$ cat src/rtl/mem_arbiter.sv
// mem_arbiter: shares one single-port memory between an instruction-fetch port and a
// data port. Only one access is in flight, and ties alternate between the two ports.
module mem_arbiter #(
  parameter int TIMEOUT = 64
) (
  input  logic        clk,
  input  logic        rst,
  input  logic        if_req,
  input  logic [15:0] if_addr,
  input  logic        dm_req,
  input  logic        dm_wr,
  input  logic [15:0] dm_addr,
  input  logic [15:0] dm_wdata,
  output logic        if_done,
  output logic        dm_done,
  output logic [15:0] if_rdata,
  output logic [15:0] dm_rdata,
  output logic        if_stall,
  output logic        dm_stall,
  output logic        mem_en,
  output logic        mem_wr,
  output logic [15:0] mem_addr,
  output logic [15:0] mem_wdata,
  input  logic [15:0] mem_rdata,
  input  logic        mem_done,
  output logic        err
);

  localparam int CW = $clog2(TIMEOUT + 1);

  typedef enum logic [1:0] {IDLE, ISSUE, WAIT, DONE} state_t;

  state_t        state;
  state_t        next_state;
  logic          owner;
  logic          last_owner;
  logic          grant_data;
  logic          timeout_hit;
  logic          start;
  logic          access_end;
  logic [15:0]   rdata_val;
  logic [CW-1:0] wait_cnt;

  // State register
  always_ff @(posedge clk) begin
    if (rst) state <= IDLE;
    else     state <= next_state;
  end

  // Next-state logic; a tie goes to whichever port was not served last
  always_comb begin
    next_state  = state;
    grant_data  = 1'b0;
    timeout_hit = 1'b0;
    case (state)
      IDLE: begin
        if (if_req && dm_req) grant_data = ~last_owner;
        else                  grant_data = dm_req;
        if (if_req || dm_req) next_state = ISSUE;
      end
      ISSUE: next_state = WAIT;
      WAIT: begin
        if (mem_done) begin
          next_state = DONE;
        end else if (wait_cnt == CW'(TIMEOUT - 1)) begin
          timeout_hit = 1'b1;
          next_state  = DONE;
        end
      end
      DONE:    next_state = IDLE;
      default: next_state = IDLE;
    endcase
  end

  assign start      = (state == IDLE) && (next_state == ISSUE);
  assign access_end = (state == WAIT) && (mem_done || timeout_hit);
  assign rdata_val  = mem_done ? mem_rdata : 16'h0000;

  // Memory command is captured at grant so it is already valid during ISSUE and held in WAIT
  always_ff @(posedge clk) begin
    if (rst) begin
      mem_en     <= 1'b0;
      mem_wr     <= 1'b0;
      mem_addr   <= 16'h0000;
      mem_wdata  <= 16'h0000;
      owner      <= 1'b0;
      last_owner <= 1'b0;
      wait_cnt   <= '0;
      if_rdata   <= 16'h0000;
      dm_rdata   <= 16'h0000;
      err        <= 1'b0;
    end else begin
      mem_en <= start;
      if (start) begin
        owner     <= grant_data;
        mem_wr    <= grant_data & dm_wr;
        mem_addr  <= grant_data ? dm_addr : if_addr;
        mem_wdata <= grant_data ? dm_wdata : 16'h0000;
      end
      if (state == ISSUE)     wait_cnt <= '0;
      else if (state == WAIT) wait_cnt <= wait_cnt + CW'(1);
      if (access_end) begin
        if (!owner)       if_rdata <= rdata_val;
        else if (!mem_wr) dm_rdata <= rdata_val;
      end
      if (timeout_hit) err <= 1'b1;
      if (state == DONE) last_owner <= owner;
    end
  end

  // Completion pulses and pipeline stalls
  always_comb begin
    if_done  = (state == DONE) && !owner;
    dm_done  = (state == DONE) && owner;
    if_stall = if_req && !if_done;
    dm_stall = dm_req && !dm_done;
  end

endmodule

$ cat config.mk
export PLATFORM = sky130hd
export DESIGN_NAME = mem_arbiter
export DESIGN_NICKNAME = d
export VERILOG_FILES = /design/src/rtl/mem_arbiter.sv
export SDC_FILE = /design/constraint.sdc
export NUM_CORES = 1
export LEC_CHECK = 0
export CORE_MARGIN = 1.5
export CORE_UTILIZATION = 45
export CTS_BUF_LIST = sky130_fd_sc_hd__clkbuf_16
export DETAILED_ROUTE_END_ITERATION = 10
export GPL_TIMING_DRIVEN = 0
export PLACE_DENSITY = 0.91
export SETUP_SLACK_MARGIN = 0.4
export SLEW_MARGIN = 40
export SYNTH_ARGS = -nofsm -noshare
export SYNTH_HDL_FRONTEND = slang
export SYNTH_SLANG_ARGS = --single-unit
export TNS_END_PERCENT = 30
$ cat constraint.sdc
create_clock -name clk -period 3.3 [get_ports clk]
set_input_delay 0.33 -clock clk [delete_from_list [all_inputs] [get_ports clk]]
set_output_delay 0.33 -clock clk [all_outputs]
set_load 0.02 [all_outputs]
==> flow_metrics.env, run 1 <==
export IMPL_seq_area_um2=1560
export IMPL_placedCellCount=618
export IMPL_crit_chain="ha_1, inv_1, nor2_1, clkdlybuf4s50_1"
export IMPL_die_y_um=87.6
export IMPL_rows=30
export IMPL_crit_buf_inv=2
export IMPL_synthArstFlopShare_pct=0
export IMPL_drt_total_wl_mm=10.2
export IMPL_rsz0062_at_grt="false"
export IMPL_grt_pass1_wl_mm=15.7
export IMPL_synth_nets=459
export IMPL_drt_iter0_markers=164
export IMPL_cts_sinks=78
export IMPL_drcViolationCount=0
export IMPL_arrival_ns=1.81
export IMPL_netlist_area_um2=3220
export IMPL_p_total_mw=3.62
export IMPL_ctsResizeCount=0
export IMPL_power_density_nw_per_um2=720
export IMPL_die_area_um2=7680
export IMPL_slew_headroom_pct=54.8
export IMPL_antenna_cells=0
export IMPL_track_usage_pct=26.6
export IMPL_drv_slew=0
export IMPL_clk_pin_slew_ns=0.06
export IMPL_gp_congestion=0.822
export IMPL_drive_gt1_share_pct=10.2
export IMPL_drtAntennaViolNets=0
export IMPL_synth_top_area_cell="dfxtp_1"
export IMPL_syn2layout_area_growth_pct=56.1
export IMPL_synth_seq_cells=78
export IMPL_cp_required_ns=2.97
export IMPL_synth_most_common_cell="dfxtp_1"
export IMPL_worst_path_stages=4
export IMPL_hold_buffers=0
export IMPL_yosysSeqAreaShare_pct=48.5
export IMPL_antenna_found_initial=0
export IMPL_start_util_pct=46.9
export IMPL_synth_distinct_cells=36
export IMPL_multi_input_area_um2=1470
export IMPL_wl_per_cell_um=16.1
export IMPL_crit_family="buffers and inverters"
export IMPL_cts_setup_buffers=0
export IMPL_clk_latency_ns=0.34
export IMPL_p_leak_nw=1.72
export IMPL_setup_slack_ns=1.16
export IMPL_grt_pass1_vias=3396
export IMPL_place_worst_setup_slack_ns=1.22
export IMPL_synth_area_per_cell_um2=8.39
export IMPL_yosysTopAreaCellShare_pct=48.5
export IMPL_tightest_slew_ns=0.678
export IMPL_die_w_um=87.6
export IMPL_dp_hpwl_mm=7.34
export IMPL_ys_flop_type="dfxtp_1"
export IMPL_h_tree_depth=3
export IMPL_cts_tree="built"
export IMPL_setup_violations=0
export IMPL_hold_slack_ns=0.340
export IMPL_io_pins=141
export IMPL_final_min_clock_period_ns=2.14
export IMPL_hold_viol=0
export IMPL_cp_start_kind="flop"
export IMPL_port_buffers=138
export IMPL_outcome="complete, no violations"
export IMPL_hold_path_depth=3
export IMPL_layout_cells_non_filler=634
export IMPL_cp_max_fo=5
export IMPL_nNetsFinal=608
export IMPL_cts_buffers_inserted=9
export IMPL_finalCritPeriodShare_pct=64.7
export IMPL_synth_edf_count=0
export IMPL_max_freq_ghz=0.468
export IMPL_syn_inst=384
export IMPL_critPathSlowestCell="clkdlybuf4s50_1"
export IMPL_drv_cap=0
export IMPL_via_per_inst=5.47
export IMPL_cts_path_max_buffers=2
export IMPL_yosys_top_cells_count="dfxtp_1 (78), nand2_1 (58), a21oi_1 (57), nand3_1 (34), o21ai_0 (34)"
export IMPL_crit_type="flop to output port"
export IMPL_dr_pass1_iters=5
export IMPL_synth_top_cells_by_area="dfxtp_1 (48%), a21oi_1 (8.9%), nand2_1 (6.8%), nand3_1 (5.3%), o21ai_0 (5.3%)"
export IMPL_reg2reg_depth=6
export IMPL_vias=3468
export IMPL_max_stage_delay_ns=0.64
export IMPL_ir_worst_vdd_uv=428
export IMPL_holdCritPathClass="input pin to flop"
export IMPL_worst_setup_path_end_kind="output port"
export IMPL_grt_max_degree=16
export IMPL_setup_tns_final_ns=0
export IMPL_ys_warn_count=0
export IMPL_grt_ovfl_total=0
export IMPL_fin_skew_ns=0.00905
export IMPL_coreArea_um2=6870
export IMPL_fillCellCount=498
export IMPL_root_buffer="clkbuf_16"
routing by layer:
metal / vias to the layer above / GRT usage (%) / wire [um]
met3: 29 / 6.50 / 959
met1: 1626 / 28.5 / 3890
li1: 1618 / - / -
met5: - / 0 / 0
met4: 0 / 13.4 / 297
met2: 195 / 48.7 / 5050
cells by family after synthesis:
logic type | share of synthesized area, %
xor+xnor | 1.09
fa+ha+maj | 1.94
buf+inv | 6.06
flops | 48.5
mux | 0.311
compound gates | 23.7
simple gates | 18.5
final timing paths:
path,from,endpoint,slack (ns)
worst max-delay path,state[0],dm_done,1.16
worst min-delay path,mem_done,if_rdata[0],0.34
worst min register to register,mem_wdata[6],mem_wdata[6],0.45
worst max register to register,state[0],mem_addr[9],1.34
worst min-delay path, delay by kind of cell:
family                 cells  cell delay, ns
AND/OR/NAND/NOR            1            0.08
buffers and inverters      1            0.16
AO/OA/AOI/OAI              1            0.05
final cells by class:
cell class                 count  share of cell area (%)
buffer                        32                    3.43
sequential                    78                    31.1
inverter                       6                   0.448
clock buffer                   9                    4.48
tap                           96                    2.39
timing repair buffer         138                    27.5
multi-input combinational    268                    29.1
clock inverter                 7                    1.59
power breakdown:
part           internal (mW)  switching, mW
Clock                  0.595          0.419
Combinational          0.618          0.801
Sequential              1.10         0.0895
Total                   2.31           1.31
placed cells by master (no fill, tap or decap), drive strengths merged, types with 2 or more instances in the layout:
master,count
xnor2,2
nor3,2
ha,5
clkbuf,29
or3,2
nor2,29
nand2,58
o21ai,34
nand3,34
or2,2
clkinvlp,2
dfxtp,78
buf,12
a21oi,68
clkdlybuf4s50,138
nor2b,4
xor2,2
a211oi,15
nand4,3
inv,9
registers in the layout (all words and copies together) (netlist names):
register / flops
mem_addr: 16
if_rdata: 16
mem_en: 1
last_owner: 1
dm_rdata: 16
wait_cnt: 7
state: 2
mem_wr: 1
owner: 1
mem_wdata: 16
err: 1
through the flow:
step	utilization, %	area (um^2)
final	73.2	5030
after global routing	73.2	5030
after CTS	73.2	5030
after detailed placement	68.8	4720
after global placement	68.8	4720
after floorplan	-	3220
Note: power is estimated with default switching activity, not from simulation.
==> inputs of run 2 (changes only) <==
--- a/config.mk
+++ b/config.mk
@@ -6,11 +6,11 @@
 export NUM_CORES = 1
 export LEC_CHECK = 0
 export CORE_MARGIN = 1.5
-export CORE_UTILIZATION = 45
+export CORE_UTILIZATION = 42
 export CTS_BUF_LIST = sky130_fd_sc_hd__clkbuf_16
 export DETAILED_ROUTE_END_ITERATION = 10
 export GPL_TIMING_DRIVEN = 0
-export PLACE_DENSITY = 0.91
+export PLACE_DENSITY = 0.86
 export SETUP_SLACK_MARGIN = 0.4
 export SLEW_MARGIN = 40
 export SYNTH_ARGS = -nofsm -noshare
==> constraint.sdc (replaced) <==
create_clock -name clk -period 2.2 [get_ports clk]
set_input_delay 0.22 -clock clk [delete_from_list [all_inputs] [get_ports clk]]
set_output_delay 0.22 -clock clk [all_outputs]
set_load 0.02 [all_outputs]
==> flow_metrics.env, run 2 (synthesis results as in run 1) <==
export IMPL_outcome="complete, no violations"
export IMPL_syn2layout_area_growth_pct=58.7
export IMPL_coreArea_um2=7330
export IMPL_final_cell_mix="clkdlybuf4s50_1 (134), dfxtp_1 (77), nand2_1 (58)"
export IMPL_p_total_mw=5.54
export IMPL_rows=31
export IMPL_drt_iter0_markers=138
export IMPL_placedCellCount=621
export IMPL_die_w_um=90.6
export IMPL_worst_setup_path_end_kind="flop"
export IMPL_io_pins=141
export IMPL_ir_worst_vdd_uv=517
export IMPL_cts_tree="built"
export IMPL_port_buffers=138
export IMPL_start_util_pct=43.9
export IMPL_cts_buffers_inserted=9
export IMPL_p_leak_nw=1.82
export IMPL_cts_path_max_buffers=2
export IMPL_finalInstanceArea_um2=5110
export IMPL_die_y_um=90.6
export IMPL_drv_cap=0
export IMPL_cts_sinks=78
export IMPL_power_density_nw_per_um2=1080
export IMPL_max_freq_ghz=0.581
export IMPL_dp_hpwl_mm=7.39
export IMPL_die_area_um2=8210
export IMPL_clk_latency_ns=0.33
export IMPL_cp_required_ns=2.39
export IMPL_grt_pass1_wl_mm=16.1
export IMPL_nNetsFinal=610
export IMPL_via_per_inst=5.33
export IMPL_worstHoldStart="mem_done"
export IMPL_dr_pass1_iters=4
export IMPL_hold_viol=0
export IMPL_clk_pin_slew_ns=0.06
export IMPL_root_buffer="clkbuf_16"
export IMPL_drcViolationCount=0
export IMPL_hold_slack_ns=0.232
export IMPL_utilization_pct=69.7
export IMPL_track_usage_pct=24.3
export IMPL_tightest_slew_ns=0.722
export IMPL_cp_start_kind="flop"
export IMPL_antenna_cells=0
export IMPL_crit_type="flop to flop"
export IMPL_arrival_ns=1.91
export IMPL_slew_headroom_pct=51.9
export IMPL_drt_total_wl_mm=9.99
export IMPL_wl_per_cell_um=15.6
export IMPL_layout_cells_non_filler=639
export IMPL_grt_max_degree=15
export IMPL_max_stage_delay_ns=0.38
export IMPL_setup_violations=0
export IMPL_dpl_cell_area_um2=4730
export IMPL_critPathSlowestCell="dfxtp_2"
export IMPL_drtAntennaViolNets=0
export IMPL_final_min_clock_period_ns=1.72
export IMPL_final_common_cell="clkdlybuf4s50_1"
export IMPL_crit_start="state[0]"
export IMPL_gp_congestion=0.826
export IMPL_vias=3403
export IMPL_crit_chain="inv_1, ha_1, or2_1, buf_6, buf_12, a21oi_2, a211oi_2"
export IMPL_grt_pass1_vias=3332
export IMPL_holdCritPathClass="input pin to flop"
export IMPL_grt_ovfl_total=0
export IMPL_reg2reg_from="state[0]"
export IMPL_place_worst_setup_slack_ns=0.166
export IMPL_setup_slack_ns=0.478
export IMPL_rsz0062_at_grt="true"
export IMPL_drv_slew=0
export IMPL_setup_tns_final_ns=0
export IMPL_finalCritPeriodShare_pct=78.3
export IMPL_drive_gt1_share_pct=13.3
export IMPL_fin_skew_ns=0.00712
export IMPL_cp_max_fo=10
export IMPL_antenna_found_initial=0
export IMPL_h_tree_depth=3
==> run 2: area by class of cell <==
cell class                 count  area, um^2
fill                         571        2220
multi-input combinational    268        1500
clock inverter                 7        97.6
tap                           99         124
buffer                        32         190
sequential                    78        1560
inverter                       6        22.5
clock buffer                   9         225
timing repair buffer         140        1390
==> run 2: worst max-delay path, delay by kind of cell, from the launching register on <==
| kind | cells | cell delay (ns) |
|---|---|---|
| adders and majority gates | 1 | 0.36 |
| AOI/OAI and AO/OA | 2 | 0.22 |
| and+or+nand+nor | 1 | 0.26 |
| buffers and inverters | 3 | 0.37 |
| DFF | 1 | 0.38 |
==> run 2: where the power goes <==
| part | internal, mW | switching (mW) |
|---|---|---|
| clock network | 0.997 | 0.594 |
| registers | 1.65 | 0.140 |
| logic | 0.957 | 1.20 |
| total | 3.60 | 1.94 |
==> run 2: metal layers <==
metal | GRT usage [%] | wire [um] | vias to the layer above
li1 | - | - | 1623
met1 | 30.2 | 4280 | 1615
met2 | 41.1 | 4920 | 151
met3 | 5.22 | 615 | 14
met4 | 8.86 | 168 | 0
met5 | 0 | 0 | -
==> run 2: timing repair <==
action,in CTS,in global routing
resized for setup,11,29
endpoints found under the setup margin,56,63
pin swaps,0,1
hold buffers,0,0
setup buffers,0,2
==> run 2: final timing paths <==
| check | cells past startpoint | slack [ns] | end |
|---|---|---|---|
| setup / recovery | 7 | 0.48 | mem_addr[12] |
| hold / removal | 3 | 0.23 | if_rdata[3] |
| setup reg to reg | 7 | 0.48 | mem_addr[12] |
| hold reg to reg | 2 | 0.45 | mem_wdata[2] |
